File: src/rtl/mux_nto1_scan.sv
// mux_nto1_scan
//   Registered N-to-1 channel selector. In manual mode the channel is picked
//   by `sel`. In scan mode an internal sequencer steps through the channels
//   enabled in `chan_mask` and holds each one for dwell+1 cycles. A strobe
//   marks every new channel so downstream packers can capture samples.
//
// Ports
//   clk        system clock, rising edge
//   reset_n    asynchronous active-low reset
//   datain     packed channels, channel k = datain[k*WIDTH +: WIDTH]
//   mode       0 = manual, 1 = scan
//   sel        manual-mode channel select (out of range selects channel 0)
//   chan_mask  scan-mode per-channel enable
//   dwell      scan hold time, each channel is held dwell+1 cycles
//   start      pulse, begins a scan (scan mode, non-empty mask)
//   stop       pulse, ends a scan (wins over start)
//   dataout    registered selected channel data
//   chan       index of the channel on dataout
//   valid      strobe on the first cycle a new scanned channel appears
//   wrap       with valid, when that channel is the highest enabled one
//   busy       high while the scan sequencer is active
module mux_nto1_scan #(
   parameter int WIDTH    = 8,
   parameter int CHANNELS = 8,
   parameter int SEL_W    = 3,
   parameter int DWELL_W  = 16
) (
   input  logic                      clk,
   input  logic                      reset_n,
   input  logic [CHANNELS*WIDTH-1:0] datain,
   input  logic                      mode,
   input  logic [SEL_W-1:0]          sel,
   input  logic [CHANNELS-1:0]       chan_mask,
   input  logic [DWELL_W-1:0]        dwell,
   input  logic                      start,
   input  logic                      stop,
   output logic [WIDTH-1:0]          dataout,
   output logic [SEL_W-1:0]          chan,
   output logic                      valid,
   output logic                      wrap,
   output logic                      busy
);

   localparam logic [0:0] ST_IDLE = 1'b0;
   localparam logic [0:0] ST_SCAN = 1'b1;

   logic [0:0]         state_reg,   state_next;
   logic [DWELL_W-1:0] cnt_reg,     cnt_next;
   logic [WIDTH-1:0]   dataout_reg, dataout_next;
   logic [SEL_W-1:0]   chan_reg,    chan_next;
   logic               valid_reg,   valid_next;
   logic               wrap_reg,    wrap_next;
   logic               busy_reg,    busy_next;

   logic [WIDTH-1:0] ch_data [CHANNELS];

   genvar gi;
   generate
      for (gi = 0; gi < CHANNELS; gi++) begin : g_unpack
         assign ch_data[gi] = datain[gi*WIDTH +: WIDTH];
      end
   endgenerate

   // Channel index helpers: manual select (range-checked), lowest, highest
   // and next-above-current enabled channel.
   logic [SEL_W-1:0] manual_idx, low_idx, high_idx, next_idx, entry_idx;
   logic             any_set, next_found;

   always_comb begin
      manual_idx = '0;
      low_idx    = '0;
      high_idx   = '0;
      next_idx   = '0;
      any_set    = 1'b0;
      next_found = 1'b0;
      for (int k = 0; k < CHANNELS; k++) begin
         if (sel == SEL_W'(k)) manual_idx = SEL_W'(k);
         if (chan_mask[k]) high_idx = SEL_W'(k);
      end
      // Descending walk so the lowest qualifying bit is the last one written.
      for (int k = CHANNELS - 1; k >= 0; k--) begin
         if (chan_mask[k]) begin
            low_idx = SEL_W'(k);
            any_set = 1'b1;
            if (SEL_W'(k) > chan_reg) begin
               next_idx   = SEL_W'(k);
               next_found = 1'b1;
            end
         end
      end
      // From IDLE a scan always starts at the lowest bit; in SCAN it wraps
      // there when nothing is enabled above the current channel.
      entry_idx = (state_reg == ST_SCAN && next_found) ? next_idx : low_idx;
   end

   logic [WIDTH-1:0] manual_data, cur_data, entry_data;

   always_comb begin
      manual_data = '0;
      cur_data    = '0;
      entry_data  = '0;
      for (int k = 0; k < CHANNELS; k++) begin
         if (manual_idx == SEL_W'(k)) manual_data = ch_data[k];
         if (chan_reg   == SEL_W'(k)) cur_data    = ch_data[k];
         if (entry_idx  == SEL_W'(k)) entry_data  = ch_data[k];
      end
   end

   always_comb begin
      state_next   = state_reg;
      cnt_next     = cnt_reg;
      dataout_next = dataout_reg;
      chan_next    = chan_reg;
      valid_next   = 1'b0;
      wrap_next    = 1'b0;
      busy_next    = busy_reg;

      if (state_reg == ST_IDLE) begin
         if (mode && start && !stop && any_set) begin
            state_next   = ST_SCAN;
            chan_next    = entry_idx;
            dataout_next = entry_data;
            cnt_next     = dwell;
            valid_next   = 1'b1;
            wrap_next    = (entry_idx == high_idx);
            busy_next    = 1'b1;
         end else begin
            dataout_next = manual_data;
            chan_next    = manual_idx;
            busy_next    = 1'b0;
         end
      end else begin
         if (stop || !mode) begin
            // Leave the channel in place for this cycle; manual muxing
            // takes over on the next edge.
            state_next   = ST_IDLE;
            busy_next    = 1'b0;
            cnt_next     = '0;
            dataout_next = cur_data;
         end else if (cnt_reg == '0) begin
            if (!any_set) begin
               state_next   = ST_IDLE;
               busy_next    = 1'b0;
               cnt_next     = '0;
               dataout_next = cur_data;
            end else begin
               chan_next    = entry_idx;
               dataout_next = entry_data;
               cnt_next     = dwell;
               valid_next   = 1'b1;
               wrap_next    = (entry_idx == high_idx);
            end
         end else begin
            cnt_next     = cnt_reg - DWELL_W'(1);
            dataout_next = cur_data;
         end
      end
   end

   always_ff @(posedge clk or negedge reset_n) begin
      if (!reset_n) begin
         state_reg   <= ST_IDLE;
         cnt_reg     <= '0;
         dataout_reg <= '0;
         chan_reg    <= '0;
         valid_reg   <= 1'b0;
         wrap_reg    <= 1'b0;
         busy_reg    <= 1'b0;
      end else begin
         state_reg   <= state_next;
         cnt_reg     <= cnt_next;
         dataout_reg <= dataout_next;
         chan_reg    <= chan_next;
         valid_reg   <= valid_next;
         wrap_reg    <= wrap_next;
         busy_reg    <= busy_next;
      end
   end

   assign dataout = dataout_reg;
   assign chan    = chan_reg;
   assign valid   = valid_reg;
   assign wrap    = wrap_reg;
   assign busy    = busy_reg;

endmodule

File: config.mk
export PLATFORM = sky130hd
export DESIGN_NAME = mux_nto1_scan
export DESIGN_NICKNAME = d
export VERILOG_FILES = /design/src/rtl/mux_nto1_scan.sv
export SDC_FILE = /design/constraint.sdc
export NUM_CORES = 1
export LEC_CHECK = 0
export BUFFER_PORTS_ARGS = -buffer_cell sky130_fd_sc_hd__buf_2
export CAP_MARGIN = 10
export CORE_MARGIN = 2
export CORE_UTILIZATION = 58
export DETAILED_ROUTE_END_ITERATION = 16
export HOLD_SLACK_MARGIN = 0.06
export PLACE_DENSITY = 0.88
export SETUP_SLACK_MARGIN = 0.05
export SLEW_MARGIN = 5
export SYNTH_ARGS = -nofsm -noshare
export SYNTH_HDL_FRONTEND = slang
export SYNTH_SLANG_ARGS = --single-unit
File: constraint.sdc
create_clock -name clk -period 6.4 [get_ports clk]
set_input_delay 0.96 -clock clk [delete_from_list [all_inputs] [get_ports clk]]
set_output_delay 0.96 -clock clk [all_outputs]
set_load 0.05 [all_outputs]
==> flow_metrics.env, run 1 <==
export IMPL_slew_headroom=0.249
export IMPL_yosys_area_share_xor_xnor=0.0141
export IMPL_ys_seq_area_frac=0.208
export IMPL_synth_top_family_by_area="compound AO/OA/AOI/OAI gates"
export IMPL_syn_area_sq_um=3740
export IMPL_antenna_found_initial=0
export IMPL_worstPathArrival_ns=4.09
export IMPL_end_kind="flip-flop"
export IMPL_final_hold_viol_count=0
export IMPL_cp_max_fo=20
export IMPL_drtIter0Drc=392
export IMPL_clock_latency_ns=0.28
export IMPL_fin_crit_sh=0.612
export IMPL_synth_edff_count=0
export IMPL_numCtsBuffers=5
export IMPL_clockBufferDepth=2
export IMPL_fillers=520
export IMPL_io_pins=110
export IMPL_htreeDepth=2
export IMPL_gp_congestion=0.915
export IMPL_min_delay_worst_endpoint="cnt_reg[3]$_DFFE_PN0P_"
export IMPL_post_cts_setup_buffers=0
export IMPL_die_area_sq_um=7100
export IMPL_status="finished, final reports clean"
export IMPL_min_from="cnt_reg[3]$_DFFE_PN0P_"
export IMPL_cts_sinks=31
export IMPL_dp_final_hpwl_um=8400
export IMPL_slew_violations=0
export IMPL_cts_root_buf="clkbuf_8"
export IMPL_max_freq_mhz=255
export IMPL_hold_class="flip-flop to flip-flop"
export IMPL_firstDrtPassIters=5
export IMPL_synth_area_per_cell_sq_um=8.55
export IMPL_drtAntennaViolNets=0
export IMPL_rrSetupSlack_ns=2.67
export IMPL_timing_critical_path_from="chan_mask[7]"
export IMPL_ys_seq_elements=31
export IMPL_rsz0062_at_grt="false"
export IMPL_synth_mux_area_frac=0.251
export IMPL_nets=623
export IMPL_tightest_slew_ns=1.13
export IMPL_grt_pass1_vias=3885
export IMPL_clkSlewWorstSetupHoldPaths_ns=0.07
export IMPL_coreArea_sq_um=6280
export IMPL_use_met1=0.444
export IMPL_diodes=0
export IMPL_async_flop_share=1.00
export IMPL_ctsResizeCount=0
export IMPL_met2_usage=0.508
export IMPL_r2r_end="dataout[2]$_DFF_PN0_"
export IMPL_wl_per_cell_um=19.1
export IMPL_die_h_um=84.3
export IMPL_grt_usage=0.323
export IMPL_grt_max_degree=32
export IMPL_initial_core_util=0.595
export IMPL_synthFlopType="dfrtp_1"
export IMPL_ys_types=63
export IMPL_die_width_um=84.3
export IMPL_port_buffers=109
export IMPL_cp_start_kind="input port"
export IMPL_grt_pass1_wl_um=18800
export IMPL_synth_compound_area_frac=0.265
export IMPL_cap_violations=0
export IMPL_grt_overflow_total=0
export IMPL_cts_hold_buf=0
export IMPL_required_ns=6.58
export IMPL_grt_use_met3=0.0511
export IMPL_hold_depth=2
export IMPL_largest_register_ffs=16
export IMPL_period_needed_ns=3.91
export IMPL_worstSetupPathType="input port to flip-flop"
export IMPL_route_vias_total=4130
export IMPL_rows=29
export IMPL_ir_drop_v=0.000156
export IMPL_area_delta_synth_final_pct=16.8
export IMPL_drive_above_1_share=0.337
export IMPL_synthCells=437
export IMPL_gr_max_usage_layer="met2"
export IMPL_setup_viol=0
export IMPL_rr_startpoint="chan[1]$_DFFE_PN0P_"
export IMPL_synthSimpleGateAreaFrac=0.204
export IMPL_routed_wl_um=11500
export IMPL_setup_tns_ns=0
export IMPL_cellLeakagePower_nw=1.91
export IMPL_finalClockSkew_ns=0.00402
export IMPL_yosysWarnings=0
export IMPL_synthesis_nets=535
export IMPL_cts_tree="done"
export IMPL_ff2ff_path_depth=9
export IMPL_drc=0
export IMPL_yosys_area_share_adder=0.00670
export IMPL_p_total_mw=0.930
export IMPL_vias_per_cell=6.85
export IMPL_powerDensity_nw_per_um2=213
[synthesized netlist by cell type (all sizes together), types with 2 or more instances]
master / number / share of area
nor2b: 5 / 0.0084
xnor2: 5 / 0.012
mux2i: 17 / 0.046
mux4: 30 / 0.18
nor4: 7 / 0.016
o211a: 4 / 0.011
o21a: 8 / 0.016
clkbuf: 16 / 0.016
nor3: 11 / 0.018
a31oi: 11 / 0.018
dfrtp: 31 / 0.21
nand2b: 4 / 0.0074
a32oi: 9 / 0.021
mux2: 8 / 0.024
a221oi: 6 / 0.017
ha: 2 / 0.0067
o31ai: 2 / 0.0054
inv: 10 / 0.010
nor2: 40 / 0.040
a21o: 3 / 0.0060
and2: 3 / 0.0064
a21oi: 36 / 0.052
o21ai: 43 / 0.059
nand3: 10 / 0.017
o21bai: 2 / 0.0040
nand2: 51 / 0.054
nand4: 2 / 0.0033
a22oi: 8 / 0.016
and3: 12 / 0.020
buf: 15 / 0.027
o22ai: 7 / 0.012
o32ai: 3 / 0.0070
a211oi: 3 / 0.0060
[critical path, cell delays in order]
cell and delay [ns]:
buf_2 0.13, nor4_1 0.55, nand2_1 0.46, nand3_1 0.73, nand2b_1 0.60, nand2_2 0.29, a221oi_2 0.06, a221oi_1 0.30
[through the flow]
| stage | setup WS (ns) | cells | util | hold slack [ns] | area, sq um |
|---|---|---|---|---|---|
| final | 2.49 | 603 | 0.695 | 0.529 | 4360 |
| after CTS | 2.57 | 603 | 0.695 | 0.531 | 4360 |
| after detailed placement | 2.28 | 595 | 0.677 | 0.510 | 4250 |
| after global routing | 2.09 | 603 | 0.695 | 0.570 | 4360 |
| after floorplan | 3.62 | 437 | - | 0.461 | 3740 |
| after global placement | 2.40 | 595 | 0.677 | 0.477 | 4250 |
[cell usage in the layout (no fill, tap or decap), types with 5 or more instances in the layout]
cell type / count
nand2_1: 49
a32oi_1: 9
dfrtp_1: 31
nor3_1: 10
a22oi_1: 8
o22ai_1: 7
a31oi_1: 10
nand3_1: 9
nor2_1: 40
o21a_1: 8
o21ai_0: 36
mux2i_1: 17
and3_1: 12
mux2_2: 8
buf_2: 109
a21oi_1: 34
mux4_2: 30
nor4_1: 6
nor2b_1: 5
xnor2_1: 5
inv_1: 9
o21ai_1: 6
clkbuf_8: 6
[where the power goes]
part	switching (mW)	internal (mW)
logic	0.250	0.185
clock network	0.0802	0.126
registers	0.0569	0.232
[routing by layer]
metal / vias to the layer above / wire [um]
met5: - / 0
met4: 0 / 359
met3: 33 / 994
met2: 275 / 5480
met1: 1957 / 4670
li1: 1865 / -
[kinds of logic (layout without fill, tap and decap cells)]
family,Yosys count,count (layout)
flops,31,31
xor+xnor,6,6
compound gates,151,151
buf+inv,41,130
simple gates,151,151
mux,55,55
fa+ha+maj,2,2
[how the worst max path moves through the flow]
stage	endpoint	cells after the start	slack, ns
global route	dataout[1]$_DFF_PN0_	8	2.09
detailed placement	dataout[1]$_DFF_PN0_	8	2.28
CTS	dataout[1]$_DFF_PN0_	8	2.57
finish	dataout[1]$_DFF_PN0_	8	2.49
floorplan	dataout[0]$_DFF_PN0_	10	3.62
global placement	dataout[1]$_DFF_PN0_	8	2.40
[layout make-up]
type / count / area (sq um) / area share
clock buffers: 6 / 82.6 / 0.0189
repair buffers: 112 / 568 / 0.130
multi-input cells: 365 / 2770 / 0.634
flip-flops and latches: 31 / 776 / 0.178
clock inverters: 2 / 35.0 / 0.00803
well taps: 77 / 96.3 / 0.0221
inverters: 10 / 37.5 / 0.00860
Note: power is estimated with default switching activity, not from simulation.
==> inputs of run 2 (changes only) <==
--- a/config.mk
+++ b/config.mk
@@ -8,10 +8,10 @@
 export BUFFER_PORTS_ARGS = -buffer_cell sky130_fd_sc_hd__buf_2
 export CAP_MARGIN = 10
 export CORE_MARGIN = 2
-export CORE_UTILIZATION = 58
+export CORE_UTILIZATION = 48
 export DETAILED_ROUTE_END_ITERATION = 16
 export HOLD_SLACK_MARGIN = 0.06
-export PLACE_DENSITY = 0.88
+export PLACE_DENSITY = 0.78
 export SETUP_SLACK_MARGIN = 0.05
 export SLEW_MARGIN = 5
 export SYNTH_ARGS = -nofsm -noshare
==> constraint.sdc (replaced) <==
create_clock -name clk -period 3.3 [get_ports clk]
set_input_delay 0.495 -clock clk [delete_from_list [all_inputs] [get_ports clk]]
set_output_delay 0.495 -clock clk [all_outputs]
set_load 0.05 [all_outputs]
==> flow_metrics.env, run 2 (synthesis results as in run 1) <==
export IMPL_drtIter0Drc=343
export IMPL_finalClockSkew_ns=0.0106
export IMPL_routed_wl_um=11900
export IMPL_clockBufferDepth=2
export IMPL_slew_violations=0
export IMPL_cts_hold_buf=0
export IMPL_numCtsBuffers=5
export IMPL_cts_root_buf="clkbuf_8"
export IMPL_cts_sinks=31
export IMPL_nets=633
export IMPL_grt_usage=0.277
export IMPL_grt_max_degree=32
export IMPL_clock_latency_ns=0.28
export IMPL_cp_max_fo=29
export IMPL_worstPathArrival_ns=3.04
export IMPL_post_cts_setup_buffers=0
export IMPL_port_buffers=109
export IMPL_required_ns=3.46
export IMPL_drc=0
export IMPL_coreArea_sq_um=7650
export IMPL_wl_per_cell_um=18.6
export IMPL_route_vias_total=4123
export IMPL_cellLeakagePower_nw=1.96
export IMPL_dp_final_hpwl_um=8780
export IMPL_drive_above_1_share=0.349
export IMPL_cap_violations=0
export IMPL_period_needed_ns=2.88
export IMPL_status="finished, final reports clean"
export IMPL_vias_per_cell=6.46
export IMPL_initial_core_util=0.489
export IMPL_firstDrtPassIters=5
export IMPL_fin_area_sq_um=4470
export IMPL_end_kind="flip-flop"
export IMPL_fin_crit_sh=0.872
export IMPL_area_delta_synth_final_pct=19.7
export IMPL_cts_tree="done"
export IMPL_whs_ns=0.257
export IMPL_setup_tns_ns=0
export IMPL_cp_start_kind="flip-flop"
export IMPL_rsz0062_at_grt="false"
export IMPL_drtAntennaViolNets=0
export IMPL_ir_drop_v=0.000190
export IMPL_max_freq_mhz=347
export IMPL_slew_headroom=0.464
export IMPL_final_cell_mix="buf_2, nand2_1, nor2_1, o21ai_0, a21oi_1"
export IMPL_die_h_um=92.2
export IMPL_rows=32
export IMPL_grt_pass1_vias=4007
export IMPL_powerDensity_nw_per_um2=404
export IMPL_setup_viol=0
export IMPL_final_hold_viol_count=0
export IMPL_gp_congestion=0.973
export IMPL_fillers=691
export IMPL_io_pins=110
export IMPL_ctsResizeCount=0
export IMPL_htreeDepth=2
export IMPL_tightest_slew_ns=0.803
export IMPL_grt_pass1_wl_um=19000
export IMPL_hold_class="input port to asynchronous set/reset pin"
export IMPL_grt_overflow_total=0
export IMPL_worstSetupPathType="flip-flop to flip-flop"
export IMPL_layout_commonest_cell="buf_2"
export IMPL_die_width_um=92.2
export IMPL_diodes=0
export IMPL_place_area_sq_um=4350
export IMPL_largest_register_ffs=16
export IMPL_clkSlewWorstSetupHoldPaths_ns=0.08
export IMPL_die_area_sq_um=8510
export IMPL_antenna_found_initial=0
==> run 2: cell types whose count changed in the layout (fill, tap and decap cells not counted), sizes merged <==
cell / delta
buf: +10
==> run 2: worst paths after layout <==
| path | start | endpoint | slack [ns] | cells past startpoint |
|---|---|---|---|---|
| max | chan[1]$_DFFE_PN0P_ | dataout[0]$_DFF_PN0_ | 0.42 | 10 |
| min | reset_n | cnt_reg[5]$_DFFE_PN0P_ | 0.26 | 1 |
| max reg2reg | chan[1]$_DFFE_PN0P_ | dataout[0]$_DFF_PN0_ | 0.42 | 10 |
| min reg2reg | cnt_reg[10]$_DFFE_PN0P_ | cnt_reg[10]$_DFFE_PN0P_ | 0.51 | 2 |
| max in group asynchronous | reset_n | cnt_reg[12]$_DFFE_PN0P_ | 2.58 | 1 |
| min in group clk | dwell[8] | cnt_reg[8]$_DFFE_PN0P_ | 0.49 | 3 |
==> run 2: cell type report <==
class	count	area (sq um)	share of cell area
Timing Repair Buffer	122	643	0.144
Sequential cell	31	776	0.174
Clock inverter	2	35.0	0.00784
Inverter	10	37.5	0.00840
Multi-Input combinational cell	365	2770	0.619
Tap cell	102	128	0.0285
Clock buffer	6	82.6	0.0185
==> run 2: metal layers <==
metal,vias up,share of wire,track usage
li1,1886,-,-
met4,0,0.025,0.101
met1,1958,0.39,0.341
met2,244,0.50,0.489
met3,35,0.082,0.0468
met5,-,0,0
==> run 2: worst max-delay path, stage by stage (launching register included) <==
cell      delay, ns
dfrtp_1        0.59
a21boi_0       0.19
o21a_1         0.23
o21ai_2        0.25
a211oi_1       0.15
a31oi_2        0.16
buf_4          0.34
mux2_2         0.39
a22oi_1        0.19
o211a_1        0.19
o21ai_0        0.08
==> run 2: report_power, final <==
part / switching (mW) / internal (mW) / total (mW)
Combinational: 0.509 / 0.368 / 0.877
Sequential: 0.0821 / 0.449 / 0.532
Clock: 0.153 / 0.244 / 0.398
Total: 0.744 / 1.06 / 1.81
==> run 2: per-stage QoR <==
step / setup slack [ns] / std cells / utilization / total power, mW
6_report: 0.422 / 638 / 0.585 / 1.81
5_1_grt: 0.307 / 638 / 0.585 / 1.90
4_1_cts: 0.462 / 638 / 0.585 / 1.80
3_5_place_dp: 0.445 / 630 / 0.569 / 1.40
3_3_place_gp: 0.488 / 630 / 0.569 / 1.38
2_1_floorplan: 0.689 / 437 / - / 1.16
==> inputs of run 3 (changes only) <==
--- a/config.mk
+++ b/config.mk
@@ -11,7 +11,7 @@
 export CORE_UTILIZATION = 48
 export DETAILED_ROUTE_END_ITERATION = 16
 export HOLD_SLACK_MARGIN = 0.06
-export PLACE_DENSITY = 0.78
+export PLACE_DENSITY = 0.89
 export SETUP_SLACK_MARGIN = 0.05
 export SLEW_MARGIN = 5
 export SYNTH_ARGS = -nofsm -noshare
==> flow_metrics.env, run 3 (synthesis results as in run 1) <==
export IMPL_status="finished, final reports clean"
export IMPL_period_needed_ns=2.87
export IMPL_tightest_slew_ns=0.806
export IMPL_fin_area_sq_um=4400
export IMPL_clkSlewWorstSetupHoldPaths_ns=0.06
export IMPL_cp_start_kind="flip-flop"
export IMPL_hold_class="input port to asynchronous set/reset pin"
export IMPL_ir_drop_v=0.000168
export IMPL_rows=32
export IMPL_drtIter0Drc=359
export IMPL_final_hold_viol_count=0
export IMPL_ctsResizeCount=0
export IMPL_clock_latency_ns=0.28
export IMPL_wl_per_cell_um=18.5
export IMPL_cp_cell_sequence="a21boi_0 -> o21a_1 -> o21ai_2 -> a211oi_1 -> a31oi_2 -> buf_4 -> mux2_2 -> a22oi_1 -> o211a_1 -> o21ai_0"
export IMPL_cap_violations=0
export IMPL_fin_crit_sh=0.869
export IMPL_critPathSlowestCell="dfrtp_1"
export IMPL_cts_sinks=31
export IMPL_die_width_um=92.2
export IMPL_io_pins=110
export IMPL_slowest_delay_ns=0.60
export IMPL_p_total_mw=1.68
export IMPL_vias_per_cell=6.56
export IMPL_final_cell_mix="buf_2, nand2_1, nor2_1, o21ai_0, a21oi_1"
export IMPL_dp_cells=626
export IMPL_dp_final_hpwl_um=8710
export IMPL_cp_buffers_inverters=1
export IMPL_layout_commonest_cell="buf_2"
export IMPL_rsz0062_at_grt="false"
export IMPL_htreeDepth=2
export IMPL_antenna_found_initial=0
export IMPL_grt_pass1_wl_um=18500
export IMPL_grt_pass1_vias=3972
export IMPL_end_kind="flip-flop"
export IMPL_cts_root_buf="clkbuf_8"
export IMPL_place_area_sq_um=4320
export IMPL_drive_above_1_share=0.340
export IMPL_worstPathArrival_ns=3.03
export IMPL_routed_wl_um=11700
export IMPL_firstDrtPassIters=5
export IMPL_required_ns=3.46
export IMPL_fillers=675
export IMPL_slew_headroom=0.462
export IMPL_largest_register_ffs=16
export IMPL_coreArea_sq_um=7650
export IMPL_port_buffers=109
export IMPL_nets=629
export IMPL_die_area_sq_um=8510
export IMPL_powerDensity_nw_per_um2=382
export IMPL_max_freq_mhz=349
export IMPL_fin_cells=632
export IMPL_setup_viol=0
export IMPL_gp_congestion=0.996
export IMPL_cp_max_fo=29
export IMPL_initial_core_util=0.489
export IMPL_post_cts_setup_buffers=0
export IMPL_crit_family="compound AO/OA/AOI/OAI gates"
export IMPL_numCtsBuffers=5
export IMPL_worstSetupPathType="flip-flop to flip-flop"
export IMPL_grt_overflow_total=0
export IMPL_clockBufferDepth=2
export IMPL_cellLeakagePower_nw=1.92
export IMPL_finalClockSkew_ns=0.00627
export IMPL_diodes=0
export IMPL_setup_tns_ns=0
export IMPL_drc=0
export IMPL_cts_hold_buf=0
export IMPL_slew_violations=0
export IMPL_area_delta_synth_final_pct=17.6
export IMPL_route_vias_total=4145
export IMPL_cts_tree="done"
export IMPL_grt_max_degree=32
export IMPL_drtAntennaViolNets=0
export IMPL_grt_usage=0.269
export IMPL_die_h_um=92.2
==> run 3: changes by cell type in the layout (fill, tap and decap cells not counted) <==
cell	previous run	this run
clkinv_2	1	0
clkbuf_8	6	5
clkbuf_1	0	1
bufinv_16	1	0
buf_4	13	9
==> run 3: area by class of cell <==
cell class	count	area (sq um)	area share
multi-input cells	365	2770	0.630
flip-flops and latches	31	776	0.176
repair buffers	118	613	0.139
well taps	102	128	0.0290
clock buffers	6	72.6	0.0165
inverters	10	37.5	0.00854
==> run 3: metrics by stage <==
| step | hold slack (ns) | setup slack [ns] | utilization |
|---|---|---|---|
| 2_1_floorplan | 0.199 | 0.689 | - |
| 3_3_place_gp | 0.481 | 0.462 | 0.565 |
| 3_5_place_dp | 0.504 | 0.345 | 0.565 |
| 4_1_cts | 0.291 | 0.449 | 0.575 |
| 5_1_grt | 0.317 | 0.244 | 0.575 |
| 6_report | 0.266 | 0.432 | 0.575 |
==> run 3: power by group <==
group	leakage [nW]	internal, mW	switching [mW]
sequential	0.373	0.450	0.0835
clock	0.0371	0.140	0.131
combinational	1.51	0.365	0.511
total	1.92	0.955	0.725
==> run 3: metal layers <==
layer,global-route usage,vias to the layer above,routed length [um]
li1,-,1876,-
met1,0.338,1944,4410
met2,0.472,283,5810
met3,0.0312,42,1110
met4,0.106,0,381
met5,0,-,0
==> run 3: worst paths after layout <==
check,slack (ns),endpoint,from,depth (start not counted)
max,0.43,dataout[4]$_DFF_PN0_,chan[2]$_DFFE_PN0P_,10
min,0.27,cnt_reg[8]$_DFFE_PN0P_,reset_n,1
max reg2reg,0.43,dataout[4]$_DFF_PN0_,chan[2]$_DFFE_PN0P_,10
min reg2reg,0.52,cnt_reg[3]$_DFFE_PN0P_,cnt_reg[3]$_DFFE_PN0P_,2
max in group asynchronous,2.57,cnt_reg[11]$_DFFE_PN0P_,reset_n,1
min in group clk,0.48,cnt_reg[8]$_DFFE_PN0P_,dwell[8],3
==> run 3: worst register-to-register path, stage by stage, from the launching register on <==
cell and delay (ns):
dfrtp_1 0.60, a21boi_0 0.17, o21a_1 0.23, o21ai_2 0.25
a211oi_1 0.15, a31oi_2 0.17, buf_4 0.36, mux2_2 0.40
a22oi_1 0.17, o211a_1 0.18, o21ai_0 0.08
